$ cat src/rtl/bip_loader_pkg.sv
// Shared definitions for the BIP program loader: FSM states, HALT word and default widths.
// Latency: n/a (package only).
// Backpressure: n/a (package only).
// Optional feature macro: LOADER_CHECKSUM_EN adds the WAIT_CHK state.
package bip_loader_pkg;

  localparam int DEFAULT_ADDRESS_BITS = 11;
  localparam int DEFAULT_DATA_BITS    = 16;
  localparam int DEFAULT_BYTE_BITS    = 8;

  // A program ends with this instruction word; it is still written to memory.
  localparam logic [15:0] HALT_WORD = 16'h0000;

  typedef enum logic [2:0] {
    ST_IDLE,
    ST_WAIT_HI,
    ST_WAIT_LO,
    ST_WRITE,
`ifdef LOADER_CHECKSUM_EN
    ST_WAIT_CHK,
`endif
    ST_DONE
  } state_t;

endpackage

$ cat src/rtl/program_loader_if.sv
// Bundle of the loader's byte-stream input and program-memory write/status outputs.
// Latency: n/a (wiring only).
// Backpressure: none; the byte stream is strobe-only and the memory port always accepts.
// Ports: i_start, i_rx_data, i_rx_valid (stream side); o_wr_en, o_wr_address, o_wr_data,
//        o_busy, o_done, o_overflow, and o_checksum_err when LOADER_CHECKSUM_EN is defined.
// master = stimulus/UART side, slave = the loader itself.
interface program_loader_if
  import bip_loader_pkg::*;
#(
  parameter int ADDRESS_BITS = DEFAULT_ADDRESS_BITS,
  parameter int DATA_BITS    = DEFAULT_DATA_BITS,
  parameter int BYTE_BITS    = DEFAULT_BYTE_BITS
);

  logic                    i_start;
  logic [BYTE_BITS-1:0]    i_rx_data;
  logic                    i_rx_valid;
  logic                    o_wr_en;
  logic [ADDRESS_BITS-1:0] o_wr_address;
  logic [DATA_BITS-1:0]    o_wr_data;
  logic                    o_busy;
  logic                    o_done;
  logic                    o_overflow;
`ifdef LOADER_CHECKSUM_EN
  logic                    o_checksum_err;
`endif

  modport master (
    output i_start, i_rx_data, i_rx_valid,
    input  o_wr_en, o_wr_address, o_wr_data, o_busy, o_done, o_overflow
`ifdef LOADER_CHECKSUM_EN
    , input o_checksum_err
`endif
  );

  modport slave (
    input  i_start, i_rx_data, i_rx_valid,
    output o_wr_en, o_wr_address, o_wr_data, o_busy, o_done, o_overflow
`ifdef LOADER_CHECKSUM_EN
    , output o_checksum_err
`endif
  );

endinterface

$ cat src/rtl/loader_checksum.sv
// XOR accumulator over the program bytes of one load, compared against a trailing checksum byte.
// Latency: accumulate in 1 cycle; mismatch is combinational from the current accumulator.
// Backpressure: none; clear wins over enable.
// Ports: clk, rst (async active-low), clear, enable, data, mismatch.
// Only built when LOADER_CHECKSUM_EN is defined.
`ifdef LOADER_CHECKSUM_EN
module loader_checksum
  import bip_loader_pkg::*;
#(
  parameter int BYTE_BITS = DEFAULT_BYTE_BITS
) (
  input  logic                 clk,
  input  logic                 rst,
  input  logic                 clear,
  input  logic                 enable,
  input  logic [BYTE_BITS-1:0] data,
  output logic                 mismatch
);

  logic [BYTE_BITS-1:0] acc;

  always_ff @(posedge clk or negedge rst) begin
    if (!rst) begin
      acc <= '0;
    end else if (clear) begin
      acc <= '0;
    end else if (enable) begin
      acc <= acc ^ data;
    end
  end

  assign mismatch = (acc != data);

endmodule
`endif

$ cat src/rtl/program_loader.sv
// Loads a BIP program from a byte stream into program memory, high byte first, until HALT or memory full.
// Latency: write pulse 1 cycle after the low byte is sampled; o_busy 1 cycle after i_start.
// Backpressure: none; a byte may arrive every cycle (one in the WRITE cycle becomes the next high byte).
// Ports: clk, rst (async active-low), bus (program_loader_if.slave).
// Optional: LOADER_CHECKSUM_EN appends a checksum byte check and o_checksum_err.
module program_loader
  import bip_loader_pkg::*;
#(
  parameter int ADDRESS_BITS = DEFAULT_ADDRESS_BITS,
  parameter int DATA_BITS    = DEFAULT_DATA_BITS,
  parameter int BYTE_BITS    = DEFAULT_BYTE_BITS
) (
  input  logic            clk,
  input  logic            rst,
  program_loader_if.slave bus
);

  state_t                  state;
  logic [ADDRESS_BITS-1:0] counter;
  logic [BYTE_BITS-1:0]    hi_byte;
  logic [DATA_BITS-1:0]    word;
  logic                    wr_en_q;
  logic                    busy_q;
  logic                    done_q;
  logic                    overflow_q;
  logic                    last_word;

  // The word in flight ends the load if it is HALT or sits in the last address.
  assign last_word = (word == DATA_BITS'(HALT_WORD)) || (counter == {ADDRESS_BITS{1'b1}});

  // The counter and word registers double as the write address/data outputs;
  // they only matter while o_wr_en is high.
  assign bus.o_wr_en      = wr_en_q;
  assign bus.o_wr_address = counter;
  assign bus.o_wr_data    = word;
  assign bus.o_busy       = busy_q;
  assign bus.o_done       = done_q;
  assign bus.o_overflow   = overflow_q;

`ifdef LOADER_CHECKSUM_EN
  logic sum_en;
  logic sum_mismatch;
  logic chk_err_q;

  // Every byte that becomes part of a word is folded in; restart bytes and
  // bytes after the terminating write are not.
  assign sum_en = bus.i_rx_valid && !bus.i_start &&
                  ((state == ST_WAIT_HI) || (state == ST_WAIT_LO) ||
                   ((state == ST_WRITE) && !last_word));

  loader_checksum #(.BYTE_BITS(BYTE_BITS)) u_checksum (
    .clk      (clk),
    .rst      (rst),
    .clear    (bus.i_start),
    .enable   (sum_en),
    .data     (bus.i_rx_data),
    .mismatch (sum_mismatch)
  );

  assign bus.o_checksum_err = chk_err_q;
`endif

  always_ff @(posedge clk or negedge rst) begin
    if (!rst) begin
      state      <= ST_IDLE;
      counter    <= '0;
      hi_byte    <= '0;
      word       <= '0;
      wr_en_q    <= 1'b0;
      busy_q     <= 1'b0;
      done_q     <= 1'b0;
      overflow_q <= 1'b0;
`ifdef LOADER_CHECKSUM_EN
      chk_err_q  <= 1'b0;
`endif
    end else begin
      wr_en_q <= 1'b0;
      if (bus.i_start) begin
        // Start has priority in every state: partial words and a write that
        // would have followed this cycle's low byte are dropped.
        state      <= ST_WAIT_HI;
        counter    <= '0;
        busy_q     <= 1'b1;
        done_q     <= 1'b0;
        overflow_q <= 1'b0;
`ifdef LOADER_CHECKSUM_EN
        chk_err_q  <= 1'b0;
`endif
      end else begin
        case (state)
          ST_WAIT_HI: begin
            if (bus.i_rx_valid) begin
              hi_byte <= bus.i_rx_data;
              state   <= ST_WAIT_LO;
            end
          end
          ST_WAIT_LO: begin
            if (bus.i_rx_valid) begin
              word    <= {hi_byte, bus.i_rx_data};
              wr_en_q <= 1'b1;
              state   <= ST_WRITE;
            end
          end
          ST_WRITE: begin
            if (last_word) begin
              overflow_q <= (word != DATA_BITS'(HALT_WORD));
`ifdef LOADER_CHECKSUM_EN
              state      <= ST_WAIT_CHK;
`else
              state      <= ST_DONE;
              busy_q     <= 1'b0;
              done_q     <= 1'b1;
`endif
            end else begin
              counter <= counter + 1'b1;
              if (bus.i_rx_valid) begin
                hi_byte <= bus.i_rx_data;
                state   <= ST_WAIT_LO;
              end else begin
                state   <= ST_WAIT_HI;
              end
            end
          end
`ifdef LOADER_CHECKSUM_EN
          ST_WAIT_CHK: begin
            if (bus.i_rx_valid) begin
              chk_err_q <= sum_mismatch;
              state     <= ST_DONE;
              busy_q    <= 1'b0;
              done_q    <= 1'b1;
            end
          end
`endif
          default: begin
            // IDLE and DONE only leave on i_start; stray bytes are ignored.
          end
        endcase
      end
    end
  end

endmodule
$ cat src/flat_wrapper.sv
// flat-port wrapper written by rule: the top's interface ports become plain ports
module program_loader_flat import bip_loader_pkg::*;
#(
  parameter int ADDRESS_BITS = DEFAULT_ADDRESS_BITS,
  parameter int DATA_BITS    = DEFAULT_DATA_BITS,
  parameter int BYTE_BITS    = DEFAULT_BYTE_BITS
)
  (clk, rst, bus_i_start, bus_i_rx_data, bus_i_rx_valid, bus_o_wr_en, bus_o_wr_address, bus_o_wr_data, bus_o_busy, bus_o_done, bus_o_overflow);
  program_loader_if #(.ADDRESS_BITS(ADDRESS_BITS), .DATA_BITS(DATA_BITS), .BYTE_BITS(BYTE_BITS)) bus_i ();
  input  logic clk;
  input  logic rst;
  input wire logic [$bits(bus_i.i_start)-1:0] bus_i_start;
  input wire logic [$bits(bus_i.i_rx_data)-1:0] bus_i_rx_data;
  input wire logic [$bits(bus_i.i_rx_valid)-1:0] bus_i_rx_valid;
  output wire logic [$bits(bus_i.o_wr_en)-1:0] bus_o_wr_en;
  output wire logic [$bits(bus_i.o_wr_address)-1:0] bus_o_wr_address;
  output wire logic [$bits(bus_i.o_wr_data)-1:0] bus_o_wr_data;
  output wire logic [$bits(bus_i.o_busy)-1:0] bus_o_busy;
  output wire logic [$bits(bus_i.o_done)-1:0] bus_o_done;
  output wire logic [$bits(bus_i.o_overflow)-1:0] bus_o_overflow;
  assign bus_i.i_start = bus_i_start;
  assign bus_i.i_rx_data = bus_i_rx_data;
  assign bus_i.i_rx_valid = bus_i_rx_valid;
  assign bus_o_wr_en = bus_i.o_wr_en;
  assign bus_o_wr_address = bus_i.o_wr_address;
  assign bus_o_wr_data = bus_i.o_wr_data;
  assign bus_o_busy = bus_i.o_busy;
  assign bus_o_done = bus_i.o_done;
  assign bus_o_overflow = bus_i.o_overflow;
  program_loader #(.ADDRESS_BITS(ADDRESS_BITS), .DATA_BITS(DATA_BITS), .BYTE_BITS(BYTE_BITS)) u_core (.clk(clk), .rst(rst), .bus(bus_i));
endmodule
$ cat config.mk
export PLATFORM = sky130hd
export DESIGN_NAME = program_loader_flat
export DESIGN_NICKNAME = d
export VERILOG_FILES = /design/src/rtl/bip_loader_pkg.sv /design/src/rtl/program_loader_if.sv /design/src/rtl/loader_checksum.sv /design/src/rtl/program_loader.sv /design/src/flat_wrapper.sv
export SDC_FILE = /design/constraint.sdc
export NUM_CORES = 1
export LEC_CHECK = 0
export ABC_CLOCK_PERIOD_IN_PS = 4450
export CAP_MARGIN = 5
export CORE_ASPECT_RATIO = 1.25
export CORE_UTILIZATION = 66
export CTS_CLUSTER_DIAMETER = 150
export CTS_CLUSTER_SIZE = 25
export DETAILED_ROUTE_END_ITERATION = 10
export DONT_BUFFER_PORTS = 1
export GPL_ROUTABILITY_DRIVEN = 0
export HOLD_SLACK_MARGIN = 0.08
export PLACE_DENSITY = 0.93
export SYNTH_ARGS = -nofsm -noshare
export SYNTH_HDL_FRONTEND = slang
export SYNTH_SLANG_ARGS = --single-unit
$ cat constraint.sdc
create_clock -name clk -period 4.45 [get_ports clk]
set_input_delay 0.89 -clock clk [delete_from_list [all_inputs] [get_ports clk]]
set_output_delay 0.89 -clock clk [all_outputs]
set_load 0.02 [all_outputs]
==> results of run 1 <==
==> cell usage after synthesis (all sizes together) (2+ instances only) <==
| library cell | instances | area (µm²) |
|---|---|---|
| nor2 | 10 | 37.5 |
| and2 | 2 | 12.5 |
| buf | 3 | 21.3 |
| or3 | 2 | 12.5 |
| clkbuf | 2 | 7.51 |
| nand2 | 9 | 50.1 |
| xor2 | 4 | 35.0 |
| nand4 | 6 | 58.8 |
| mux2 | 24 | 300 |
| inv | 5 | 18.8 |
| o21ai | 2 | 10.0 |
| xnor2 | 2 | 17.5 |
| nand3 | 6 | 30.0 |
| or4 | 4 | 33.8 |
| dfrtp | 42 | 1050 |
| a21oi | 7 | 46.3 |
| nor4 | 7 | 58.8 |
==> power by group through the flow <==
stage	combinational, µW	clock, µW	sequential (µW)
floorplan	150	0	607
global placement	157	0	632
detailed placement	168	0	637
CTS	169	201	631
global route	178	217	643
finish	166	197	631
==> layer usage <==
metal | vias to the layer above | global-route usage | wire (µm) | share of wire
li1 | 540 | - | - | -
met2 | 56 | 0.410 | 1710 | 0.49
met1 | 590 | 0.288 | 1360 | 0.39
met4 | 0 | 0.135 | 89 | 0.026
met5 | - | 0 | 0 | 0
met3 | 11 | 0.0900 | 301 | 0.087
==> cells by family after synthesis <==
logic type      share of synthesized area
xor+xnor                           0.0276
fa+ha+maj                         0.00656
mux                                 0.163
compound gates                     0.0578
buf+inv                            0.0250
flops                               0.552
simple gates                        0.169
==> worst register-to-register path, stage by stage, from the launching register on <==
cell and delay [ns]:
dfrtp_1 0.55, ha_1 0.32, nand3_1 0.14, or4_4 0.59, nand2_8 0.12, a21oi_4 0.13
mux2_4 0.33
==> sequential cells by signal, summed over array words and instances (netlist names) <==
name                     count
u_core.bus.o_wr_data        16
u_core.bus.o_wr_address     11
u_core.hi_byte               8
u_core.state                 3
u_core.bus.o_busy            1
u_core.bus.o_done            1
u_core.bus.o_overflow        1
u_core.bus.o_wr_en           1
==> path summary, 6_finish.rpt <==
| path | from | endpoint | slack [ns] | cells after the start |
|---|---|---|---|---|
| worst min-delay path | rst | u_core.bus.o_wr_address[2] | 0.20 | 0 |
| worst max-delay path | u_core.bus.o_wr_address[1] | u_core.hi_byte[3] | 2.14 | 6 |
| worst max register to register | u_core.bus.o_wr_address[1] | u_core.hi_byte[3] | 2.14 | 6 |
| worst min register to register | u_core.hi_byte[3] | u_core.hi_byte[3] | 0.52 | 1 |
| min in group clk | u_core.hi_byte[3] | u_core.hi_byte[3] | 0.52 | 1 |
| max in group asynchronous | rst | u_core.bus.o_wr_data[14] | 4.15 | 0 |
==> final cells by class <==
class	instances	area (µm²)	area share
multi-input combinational	98	807	0.408
inverter	5	18.8	0.00948
sequential	42	1050	0.531
clock buffer	7	55.1	0.0278
tap	34	42.5	0.0215
clock inverter	1	5.00	0.00253
==> through the flow <==
step | total power [µW] | cell area, µm² | util | setup slack (ns) | std cells
2_1_floorplan | 757 | 1910 | - | 2.32 | 150
3_3_place_gp | 789 | 1920 | 0.709 | 2.17 | 179
3_5_place_dp | 805 | 1920 | 0.709 | 2.11 | 179
4_1_cts | 1000 | 1980 | 0.731 | 2.15 | 187
5_1_grt | 1040 | 1980 | 0.731 | 2.05 | 187
6_report | 994 | 1980 | 0.731 | 2.14 | 187
==> results.sh, run 1 <==
export IMPL_power_internal_uw=646
export IMPL_comb_power_share=0.167
export IMPL_cellLeakagePower_uw=0.000865
export IMPL_layout_cells_most_common_list="42 x dfrtp_1, 15 x mux2_2, 10 x nor2_1"
export IMPL_synth_warnings=0
export IMPL_post_cts_buffers=0
export IMPL_dr_pass1_iters=4
export IMPL_clkTransAtPathRegs_ns=0.13
export IMPL_hp_class="input pin to asynchronous set/reset pin"
export IMPL_synth_seq_cells=42
export IMPL_finalCriticalPeriod_ns=2.31
export IMPL_ant_nets=0
export IMPL_hpwl_um=2470
export IMPL_outcome="finished clean"
export IMPL_fp_dieW_um=50.1
export IMPL_fin_hold_ws_ns=0.203
export IMPL_cap_violations=0
export IMPL_cts_resized=0
export IMPL_antennaDiodeCount=0
export IMPL_required_ns=4.70
export IMPL_cp_start_kind="flip-flop"
export IMPL_seqPwrFrac=0.635
export IMPL_rows=21
export IMPL_synth_ff_type="dfrtp_1"
export IMPL_holdBufCountCts=0
export IMPL_netlist_instances=150
export IMPL_yosysSeqAreaShare=0.552
export IMPL_clock_fmax_mhz=434
export IMPL_critPathBufInv=0
export IMPL_grt_overflow=0
export IMPL_die_h_um=62.1
export IMPL_drc=0
export IMPL_drive_above_1_share=0.235
export IMPL_routedWlPerCell_um=18.6
export IMPL_portBuffers=0
export IMPL_setup_viol=0
export IMPL_mappedNetlistArea_um2=1910
export IMPL_async_reset_ff_frac=1.00
export IMPL_final_nets=165
export IMPL_synth_cell_types=40
export IMPL_vias=1197
export IMPL_antenna_found_initial=0
export IMPL_p_per_area_nw_per_um2=502
export IMPL_cts_root_buf="clkbuf_4"
export IMPL_cts_buffers=5
export IMPL_clock_path_buffers=2
export IMPL_grt_usage=0.249
export IMPL_fin_crit_sh=0.518
export IMPL_fin_tns_setup_ns=0
export IMPL_slew_viol_final=0
export IMPL_routed_wl_um=3470
export IMPL_drt_iter0_drc=29
export IMPL_worstSetupPathType="flip-flop to flip-flop"
export IMPL_power_frac_clock=0.198
export IMPL_initial_utilization=0.704
export IMPL_worstPathArrival_ns=2.55
export IMPL_grt_pass1_vias=1196
export IMPL_cts_tree="built"
export IMPL_cts_sinks=42
export IMPL_timing_final_hold_violations=0
export IMPL_core_area_um2=2710
export IMPL_swShare=0.350
export IMPL_avgViaCountPerCell=6.40
export IMPL_boundaryPins=43
export IMPL_tightest_slew_ns=1.00
export IMPL_final_common_cell="dfrtp_1"
export IMPL_synthesis_area_per_instance_um2=12.7
export IMPL_ir_drop_uv=360
export IMPL_synth_edf_count=0
export IMPL_cp_slowest_stage_delay_ns=0.58
export IMPL_power_net_switching_uw=348
export IMPL_insertion_delay_ns=0.36
export IMPL_grt_pass1_wl_um=5490
export IMPL_relSlewSlack=0.328
export IMPL_crit_family="simple AND/OR/NAND/NOR gates"
export IMPL_area_delta_synth_final_pct=3.87
export IMPL_grt_max_degree=43
export IMPL_syn_num_nets=163
export IMPL_die_area_um2=3110
export IMPL_h_tree_depth=2
export IMPL_rsz0062_at_grt="no"
export IMPL_fillers=176
export IMPL_path_cells="ha_1, nand3_1, or4_4, nand2_8, a21oi_4, mux2_4"
export IMPL_endpoint_kind="flip-flop"
export IMPL_fin_skew_ns=0.0147
export IMPL_cpMaxStageDelayCell="or4_4"
export IMPL_path_max_fanout=9
Note: power is estimated with default switching activity, not from simulation.
==> run 2: changes to the inputs <==
ABC_CLOCK_PERIOD_IN_PS = 2050   (was 4450)
CORE_UTILIZATION = 56   (was 66)
PLACE_DENSITY = 0.85   (was 0.93)
clock period = 2.05 ns   (was 4.45 ns; I/O delays follow)
==> run 2 against run 1 <==
Largest cell class unchanged; clock power grew to 2.8 times the previous value; power up 150%; register-to-register slack lost 2.1 ns; sequential share of layout area decreased by 5.4 points; count of clock-buffer cells in the layout unchanged; wire length up 12%; first-iteration DRC count decreased by 14%; non-clock buffer count is 23 higher; worst hold slack lost 0.036 ns.
==> results.sh, run 2 (synthesis results as in run 1) <==
export IMPL_min_path_cells=1
export IMPL_critPathBufInv=0
export IMPL_worstPathArrival_ns=2.16
export IMPL_path_cells="nor4_1, nand4_4, nand2_8, a21oi_4, mux2_4"
export IMPL_drive_above_1_share=0.347
export IMPL_ant_nets=0
export IMPL_hold_path_end="u_core.state[2]"
export IMPL_relSlewSlack=0.572
export IMPL_clock_fmax_mhz=506
export IMPL_final_nets=188
export IMPL_fin_skew_ns=0.0110
export IMPL_cpMaxStageDelayCell="nor4_1"
export IMPL_core_area_um2=3220
export IMPL_routed_wl_um=3890
export IMPL_clkTransAtPathRegs_ns=0.08
export IMPL_vias=1291
export IMPL_area_delta_synth_final_pct=16.0
export IMPL_crit_family="simple AND/OR/NAND/NOR gates"
export IMPL_initial_utilization=0.591
export IMPL_endpoint_kind="flip-flop"
export IMPL_fp_dieW_um=54.2
export IMPL_p_per_area_nw_per_um2=1110
export IMPL_antenna_found_initial=0
export IMPL_cts_sinks=42
export IMPL_worstSetupPathType="flip-flop to flip-flop"
export IMPL_timing_final_hold_violations=0
export IMPL_insertion_delay_ns=0.30
export IMPL_grt_usage=0.252
export IMPL_cp_start_kind="flip-flop"
export IMPL_boundaryPins=43
export IMPL_hold_path_startpoint="bus_i_start"
export IMPL_rows=23
export IMPL_setup_viol=0
export IMPL_r2r_cells=5
export IMPL_finalCriticalPeriod_ns=1.98
export IMPL_cellLeakagePower_uw=0.00100
export IMPL_rsz0062_at_grt="no"
export IMPL_r2r_end="u_core.hi_byte[1]"
export IMPL_grt_max_degree=43
export IMPL_final_common_cell="dfrtp_1"
export IMPL_antennaDiodeCount=0
export IMPL_slew_viol_final=0
export IMPL_fin_crit_sh=0.964
export IMPL_hpwl_um=2880
export IMPL_h_tree_depth=2
export IMPL_clock_path_buffers=2
export IMPL_layout_cells_most_common_list="40 x dfrtp_1, 21 x buf_4, 15 x mux2_2"
export IMPL_die_area_um2=3640
export IMPL_avgViaCountPerCell=6.06
export IMPL_hp_class="input pin to flip-flop"
export IMPL_grt_pass1_wl_um=6300
export IMPL_ir_drop_uv=867
export IMPL_routedWlPerCell_um=18.3
export IMPL_drt_iter0_drc=25
export IMPL_path_max_fanout=9
export IMPL_largest_reg_flops=16
export IMPL_timing_reg2reg_setup_slack_ns=0.07
export IMPL_cap_violations=0
export IMPL_required_ns=2.23
export IMPL_r2r_start="u_core.bus.o_wr_data[6]"
export IMPL_grt_overflow=0
export IMPL_fin_tns_setup_ns=0
export IMPL_portBuffers=0
export IMPL_drc=0
export IMPL_tightest_slew_ns=0.636
export IMPL_p_total_uw=2460
export IMPL_dr_pass1_iters=4
export IMPL_cts_root_buf="clkbuf_8"
export IMPL_cp_slowest_stage_delay_ns=0.52
export IMPL_outcome="finished clean"
export IMPL_die_h_um=67.2
export IMPL_grt_pass1_vias=1395
export IMPL_cts_buffers=5
export IMPL_fillers=249
export IMPL_cts_tree="built"
## run 2: cell count changes in the layout (fill, tap and decap cells not counted), moves of 2 or more
cell,before,now
clkbuf_4,5,0
buf_4,0,21
clkbuf_8,1,6
dfrtp_1,42,40
dfrtp_2,0,2
## run 2: per-layer routing
metal  part of all wire  global-route usage
met5                  0                   0
met4              0.035               0.144
met3              0.080              0.0901
met2               0.52               0.430
met1               0.37               0.259
## run 2: metrics by stage
| step | worst slack [ns] | utilization | cells | cell area, µm² | hold WS, ns |
|---|---|---|---|---|---|
| final | 0.0728 | 0.686 | 213 | 2210 | 0.167 |
| after global routing | 0.0176 | 0.686 | 213 | 2210 | 0.159 |
| after CTS | 0.0565 | 0.684 | 213 | 2200 | 0.160 |
| after detailed placement | 0.0602 | 0.646 | 203 | 2080 | 0.116 |
| after global placement | 0.183 | 0.646 | 203 | 2080 | 0.116 |
| after floorplan | 0.00910 | - | 150 | 1910 | 0.114 |
## run 2: repair_timing
item | in CTS | in global routing
gates resized for setup | 0 | 1
hold endpoints to repair | 42 | 0
hold buffers | 2 | 0
buffers inserted | 0 | 0
setup endpoints to repair | 0 | 8
## run 2: worst max-delay path by stage
| stage | cells after the start | startpoint | end |
|---|---|---|---|
| after floorplan | 7 | u_core.bus.o_wr_address[0] | u_core.hi_byte[0] |
| after global placement | 6 | u_core.bus.o_wr_address[0] | u_core.hi_byte[3] |
| after detailed placement | 5 | u_core.bus.o_wr_data[14] | u_core.hi_byte[4] |
| after CTS | 5 | u_core.bus.o_wr_data[14] | u_core.hi_byte[3] |
| after global routing | 5 | u_core.bus.o_wr_data[6] | u_core.hi_byte[1] |
| final | 5 | u_core.bus.o_wr_data[6] | u_core.hi_byte[1] |
## run 2: layout make-up
class	count	area [µm²]	area share
Sequential cell	42	1050	0.477
Inverter	5	18.8	0.00849
Tap cell	37	46.3	0.0209
Timing Repair Buffer	23	188	0.0849
Multi-Input combinational cell	98	813	0.368
Clock inverter	1	5.00	0.00226
Clock buffer	7	86.3	0.0390
## run 2: where the power goes
part / switching (µW) / internal, µW
clock: 279 / 272
sequential: 250 / 1030
combinational: 298 / 334
## run 2: worst register-to-register path: stages (launching register included)
cell and delay [ns]:
dfrtp_1 0.47, nor4_1 0.52, nand4_4 0.27, nand2_8 0.14, a21oi_4 0.13, mux2_4 0.34
